[src/rtl/regfile_sb_pkg.sv]
// Shared constants and helpers for the scoreboarded register file.
// Register count and counter width are derived from the address width.
package regfile_sb_pkg;
    localparam int DEF_WIDTH      = 32;
    localparam int DEF_ADDR_WIDTH = 5;
    localparam int ZERO_ADDR      = 0;

    function automatic int num_regs(input int addr_width);
        return 1 << addr_width;
    endfunction

    // One extra bit so the counter can hold NUM_REGS itself.
    function automatic int cnt_width(input int addr_width);
        return addr_width + 1;
    endfunction

    // Write and issue enables are masked when they target the hardwired zero register.
    function automatic logic eff_en(input logic en, input logic is_zero, input logic zero_reg);
        return en & ~(zero_reg & is_zero);
    endfunction
endpackage

[src/rtl/regfile_sb_scoreboard.sv]
// Pending-write scoreboard: one busy bit per register plus a count of busy registers.
// Provides RAW (busyN) and WAW (issue_conflict) hazard indications to the controller.
module regfile_scoreboard
    import regfile_sb_pkg::*;
#(
    parameter int ADDR_WIDTH = DEF_ADDR_WIDTH,
    parameter bit ZERO_REG   = 1'b1,
    parameter bit BYPASS     = 1'b1
) (
    input  logic                                clk,
    input  logic                                reset,
    input  logic                                issue_valid,
    input  logic [ADDR_WIDTH-1:0]               issue_addr,
    input  logic                                reg_write,
    input  logic [ADDR_WIDTH-1:0]               write_addr,
    input  logic [ADDR_WIDTH-1:0]               read_addr1,
    input  logic [ADDR_WIDTH-1:0]               read_addr2,
    output logic                                busy1,
    output logic                                busy2,
    output logic                                issue_conflict,
    output logic [cnt_width(ADDR_WIDTH)-1:0]    pending_count
);
    localparam int NUM_REGS = num_regs(ADDR_WIDTH);
    localparam int CW       = cnt_width(ADDR_WIDTH);

    logic [NUM_REGS-1:0] busy;
    logic set_en, clr_en, inc, dec;

    // A writeback landing on the same register this cycle retires the old producer.
    assign issue_conflict = issue_valid & busy[issue_addr]
                          & ~(reg_write & (write_addr == issue_addr));
    assign set_en = eff_en(issue_valid & ~issue_conflict,
                           issue_addr == ADDR_WIDTH'(ZERO_ADDR), ZERO_REG);
    assign clr_en = eff_en(reg_write, write_addr == ADDR_WIDTH'(ZERO_ADDR), ZERO_REG);

    // Same-address set+clear leaves the bit set, so neither edge of the count moves.
    assign inc = set_en & ~busy[issue_addr];
    assign dec = clr_en & busy[write_addr] & ~(set_en & (issue_addr == write_addr));

    assign busy1 = busy[read_addr1] & ~(BYPASS & reg_write & (write_addr == read_addr1));
    assign busy2 = busy[read_addr2] & ~(BYPASS & reg_write & (write_addr == read_addr2));

    always_ff @(posedge clk or posedge reset) begin
        if (reset) begin
            busy          <= '0;
            pending_count <= '0;
        end else begin
            if (clr_en) busy[write_addr] <= 1'b0;
            if (set_en) busy[issue_addr] <= 1'b1;
            pending_count <= pending_count + CW'(inc) - CW'(dec);
        end
    end
endmodule

[src/rtl/regfile_sb.sv]
// Two-read/one-write register file with optional zero register, write bypass
// and a pending-write scoreboard for hazard detection.
module regfile_sb
    import regfile_sb_pkg::*;
#(
    parameter int WIDTH      = DEF_WIDTH,
    parameter int ADDR_WIDTH = DEF_ADDR_WIDTH,
    parameter bit ZERO_REG   = 1'b1,
    parameter bit BYPASS     = 1'b1
) (
    input  logic                  clk,
    input  logic                  reset,
    input  logic                  regWrite,
    input  logic [ADDR_WIDTH-1:0] writeAddr,
    input  logic [WIDTH-1:0]      writeData,
    input  logic [ADDR_WIDTH-1:0] readAddr1,
    input  logic [ADDR_WIDTH-1:0] readAddr2,
    output logic [WIDTH-1:0]      readData1,
    output logic [WIDTH-1:0]      readData2,
    input  logic                  issueValid,
    input  logic [ADDR_WIDTH-1:0] issueAddr,
    output logic                  busy1,
    output logic                  busy2,
    output logic                  issueConflict,
    output logic [ADDR_WIDTH:0]   pendingCount
);
    localparam int NUM_REGS = num_regs(ADDR_WIDTH);

    logic [WIDTH-1:0] mem [NUM_REGS];
    logic             wr_en;

    assign wr_en = eff_en(regWrite, writeAddr == ADDR_WIDTH'(ZERO_ADDR), ZERO_REG);

    always_ff @(posedge clk or posedge reset) begin
        if (reset) begin
            for (int i = 0; i < NUM_REGS; i++) mem[i] <= '0;
        end else if (wr_en) begin
            mem[writeAddr] <= writeData;
        end
    end

    // Zero-register masking is applied last so it overrides the bypass path.
    always_comb begin
        readData1 = mem[readAddr1];
        if (BYPASS && regWrite && writeAddr == readAddr1) readData1 = writeData;
        if (ZERO_REG && readAddr1 == ADDR_WIDTH'(ZERO_ADDR)) readData1 = '0;
        readData2 = mem[readAddr2];
        if (BYPASS && regWrite && writeAddr == readAddr2) readData2 = writeData;
        if (ZERO_REG && readAddr2 == ADDR_WIDTH'(ZERO_ADDR)) readData2 = '0;
    end

    regfile_scoreboard #(
        .ADDR_WIDTH (ADDR_WIDTH),
        .ZERO_REG   (ZERO_REG),
        .BYPASS     (BYPASS)
    ) u_sb (
        .clk            (clk),
        .reset          (reset),
        .issue_valid    (issueValid),
        .issue_addr     (issueAddr),
        .reg_write      (regWrite),
        .write_addr     (writeAddr),
        .read_addr1     (readAddr1),
        .read_addr2     (readAddr2),
        .busy1          (busy1),
        .busy2          (busy2),
        .issue_conflict (issueConflict),
        .pending_count  (pendingCount)
    );
endmodule

[config.mk]
export PLATFORM = sky130hd
export DESIGN_NAME = regfile_sb
export DESIGN_NICKNAME = d
export VERILOG_FILES = /design/src/rtl/regfile_sb_pkg.sv /design/src/rtl/regfile_sb_scoreboard.sv /design/src/rtl/regfile_sb.sv
export SDC_FILE = /design/constraint.sdc
export NUM_CORES = 2
export LEC_CHECK = 0
export BUFFER_PORTS_ARGS = -buffer_cell sky130_fd_sc_hd__buf_2
export CAP_MARGIN = 40
export CORE_ASPECT_RATIO = 0.5
export CORE_MARGIN = 1
export CORE_UTILIZATION = 57
export DETAILED_ROUTE_END_ITERATION = 6
export HOLD_SLACK_MARGIN = 0.02
export PLACE_DENSITY = 0.76
export RECOVER_POWER = 100
export REMOVE_ABC_BUFFERS = 1
export SLEW_MARGIN = 40
export SYNTH_ARGS = -nofsm -noshare
export SYNTH_HDL_FRONTEND = slang
export SYNTH_SLANG_ARGS = --single-unit
[constraint.sdc]
create_clock -name clk -period 94.8 [get_ports clk]
set_clock_uncertainty 0.15 [all_clocks]
set_input_delay 18.96 -clock clk [delete_from_list [all_inputs] [get_ports clk]]
set_output_delay 18.96 -clock clk [all_outputs]
set_load 0.01 [all_outputs]
==> flow_metrics.py <==
metrics = {
    "run_status": {
        "outcome": "finished, violations left",
        "violations": "DRC, capacitance limit, slew limit",
    },
    "finish": {
        "syn_to_final_growth_pct": 7.21,
        "layout_commonest_cell": "dfrtp_1",
        "final_nets": 3880,
        "finalNonFillerCells": 5221,
        "drive_gt1_share_pct": 46.4,
        "final_cell_mix": "dfrtp_1, mux2_2, mux4_2",
        "fillers": 7125,
    },
    "detailed_routing": {
        "drc": 6,
        "vias": 38600,
        "drt_iter0_markers": 4880,
        "drt_pass1_iterations": 7,
        "wl_um": 178000,
        "viasPerCell": 7.39,
        "wl_per_cell_um": 34.0,
        "ant_nets": 0,
    },
    "global_routing": {
        "grt_pass1_wl_um": 264000,
        "grt-ovfl-total": 0,
        "grt_max_degree": 146,
        "grt_pass1_vias": 39500,
        "antenna_found_initial": 5,
        "track_usage_pct": 35.4,
    },
    "synth": {
        "synth.cell_area_um2": 57400,
        "synth-adder-area-share_pct": 0.166,
        "synthFlopType": "dfrtp_1",
        "yosys-mux-area-fraction_pct": 40.8,
        "syn_avg_cell_area_um2": 14.6,
        "synth_xor_area_share_pct": 0.305,
        "ys_async_sr_fraction_pct": 100,
        "netlist-cell-type-count": 63,
        "synth-compound-area-share_pct": 5.94,
        "ys_ff_latch": 1062,
        "yosys_warnings": 0,
        "seq_area_frac_synth_pct": 46.3,
        "synth-simple-area-share_pct": 2.64,
        "synth_top_family_by_area": "multiplexers",
        "synthCells": 3947,
        "synth-edff-count": 0,
    },
    "setup_path": {
        "endpoint_kind": "output port",
        "critPathMaxStageDelay_ps": 2680,
        "slowest_stage": "clkbuf_1",
        "cp-start-kind": "primary input",
        "cp.required_ps": 75690,
        "crit_top_cell": "clkbuf_1",
        "crit_chain": "clkbuf_1 -> clkbuf_1 -> clkbuf_1 -> xnor2_1 -> nand2_1 -> or2_0 -> o221ai_1 -> o221a_2 -> buf_2",
        "worstPathArrival_ps": 29850,
        "crit_fanout": 41,
        "critical_path_class": "in2out",
    },
    "floorplanning": {
        "die_h_um": 226,
        "num_rows": 81,
        "pin_count": 129,
        "start_util_pct": 58.1,
        "core_um2": 98800,
        "dieArea_um2": 102000,
        "die_w_um": 451,
    },
    "clock_tree": {
        "cts_buffers": 96,
        "clk_latency_ps": 700,
        "htree_levels": 3,
        "postCtsSetupBuffers": 0,
        "ctsHoldBuffers": 0,
        "cts.sinks": 1062,
        "ctsRootBufferMaster": "clkbuf_16",
        "cts_tree": "done",
        "clockBufferDepth": 3,
        "post_cts_resized": 0,
        "clkTransAtPathRegs_ps": 60,
    },
    "power_and_ir_drop": {
        "peakVddDrop_mv": 0.0145,
        "power_density_nw_per_um2": 21.1,
        "total_leakage_power_nw": 26.3,
    },
    "worst_hold_path": {
        "min_path_type": "reg2reg",
    },
    "sta": {
        "setup_tns_ps": 0,
        "fin_crit_sh_pct": 51.6,
        "slew_viol_final": 2425,
        "worstMarginPinSlew_ps": 5690,
        "min_period_ps": 48960,
        "setup_violations": 0,
        "relSlewSlack_pct": -281,
        "hold_viol": 0,
        "timing.fmax_ghz": 0.0204,
        "rsz0062_at_grt": "no",
    },
    "place": {
        "dpl.hpwl_um": 97200,
        "gp_congestion": 0.866,
        "port_buffers": 128,
        "dpl.cell_count": 5044,
    },
    "job": {
        "maxCapViolations": 63,
    },
}
-- sequential cells by signal, indices dropped and copies added, names as in the netlist --
signal and count:
mem 1024, u_sb.busy 32, u_sb.pending_count 6
-- layer usage --
metal,part of all wire [%],vias up,routed length [µm],GRT usage [%]
li1,-,15000,-,-
met1,38,20400,66900,48.3
met2,45,2551,79100,52.6
met3,12,617,21900,10.9
met4,5.5,0,9690,15.6
met5,0,-,0,0
-- layout make-up --
cell class,instances,area (µm²),area share (%)
diodes,4,10.0,0.0163
clock buffers,130,2770,4.51
clock inverters,40,479,0.778
inverters,24,91.3,0.148
multi-input cells,2405,28800,46.7
flip-flops and latches,1062,26600,43.2
well taps,1328,1660,2.70
repair buffers,228,1230,2.00
-- worst max-delay path, delay by kind of cell --
| family | cells | cell delay (ps) |
|---|---|---|
| AND/OR/NAND/NOR | 2 | 2760 |
| buffers and inverters | 4 | 6720 |
| XOR/XNOR | 1 | 130 |
| AO/OA/AOI/OAI | 2 | 1150 |
-- cells by family after synthesis --
family / count (synthesis)
multiplexers: 1623
AO/OA/AOI/OAI: 452
AND/OR/NAND/NOR: 303
flip-flops: 1062
adder cells (fa/ha/maj): 7
XOR/XNOR: 20
buffers and inverters: 480
-- power by group --
part / switching (mW) / total, mW / internal, mW
clock: 0.179 / 0.411 / 0.232
combinational: 0.116 / 0.281 / 0.165
sequential: 0.0677 / 0.609 / 0.541
-- metrics by stage --
step	hold WS (ps)	power, mW	setup WS, ps	cell area (µm²)	utilization [%]
4_1_cts	248	1.30	52730	62100	62.9
6_report	246	1.30	45840	61600	62.3
3_5_place_dp	234	0.894	52720	58900	59.6
2_1_floorplan	215	0.801	45800	55300	-
5_1_grt	257	1.35	45060	61600	62.3
3_3_place_gp	227	0.876	52760	58600	59.3
-- worst paths after layout --
kind | start | endpoint | slack [ps] | cells after the start
worst min-delay path | mem[1005] | mem[1005] | 250 | 0
max in group asynchronous | reset | mem[433] | 59560 | 6
worst min register to register | mem[1005] | mem[1005] | 250 | 0
worst max register to register | u_sb.busy[9] | u_sb.busy[7] | 91610 | 5
worst max-delay path | readAddr2[0] | readData2[20] | 45840 | 9
min in group asynchronous | reset | mem[648] | 19900 | 2
-- Yosys cell counts, drive strengths merged (3+ instances only) --
cell        n  area [µm²]
nor3b       7        62.6
nand3      32         160
and2        5        31.3
or4         5        45.0
xor2        8        70.1
or3         3        18.8
dfrtp    1062       26600
o21ai      30         150
nand2      75         282
or2         4        25.0
mux2i     129        1290
ha          6        75.1
nor2b      35         219
nand3b      5        37.5
inv        22        82.6
and3b       3        26.3
a211oi     35         263
or3b        5        43.8
a21o        3        22.5
mux2     1021       11500
nor4       11        68.8
nor3       27         140
a2111oi     6        52.6
nor2       75         284
o221a       3        33.8
clkbuf    217         815
a22oi     145        1090
a22o       29         254
a32o       42         424
o22ai      24         150
a221oi      6        52.6
xnor2      12         105
a221o      11         110
a21oi      64         343
and3        6        37.5
o221ai     45         394
buf       239        1320
mux4      473       10700
(Power assumes the default switching activity.)
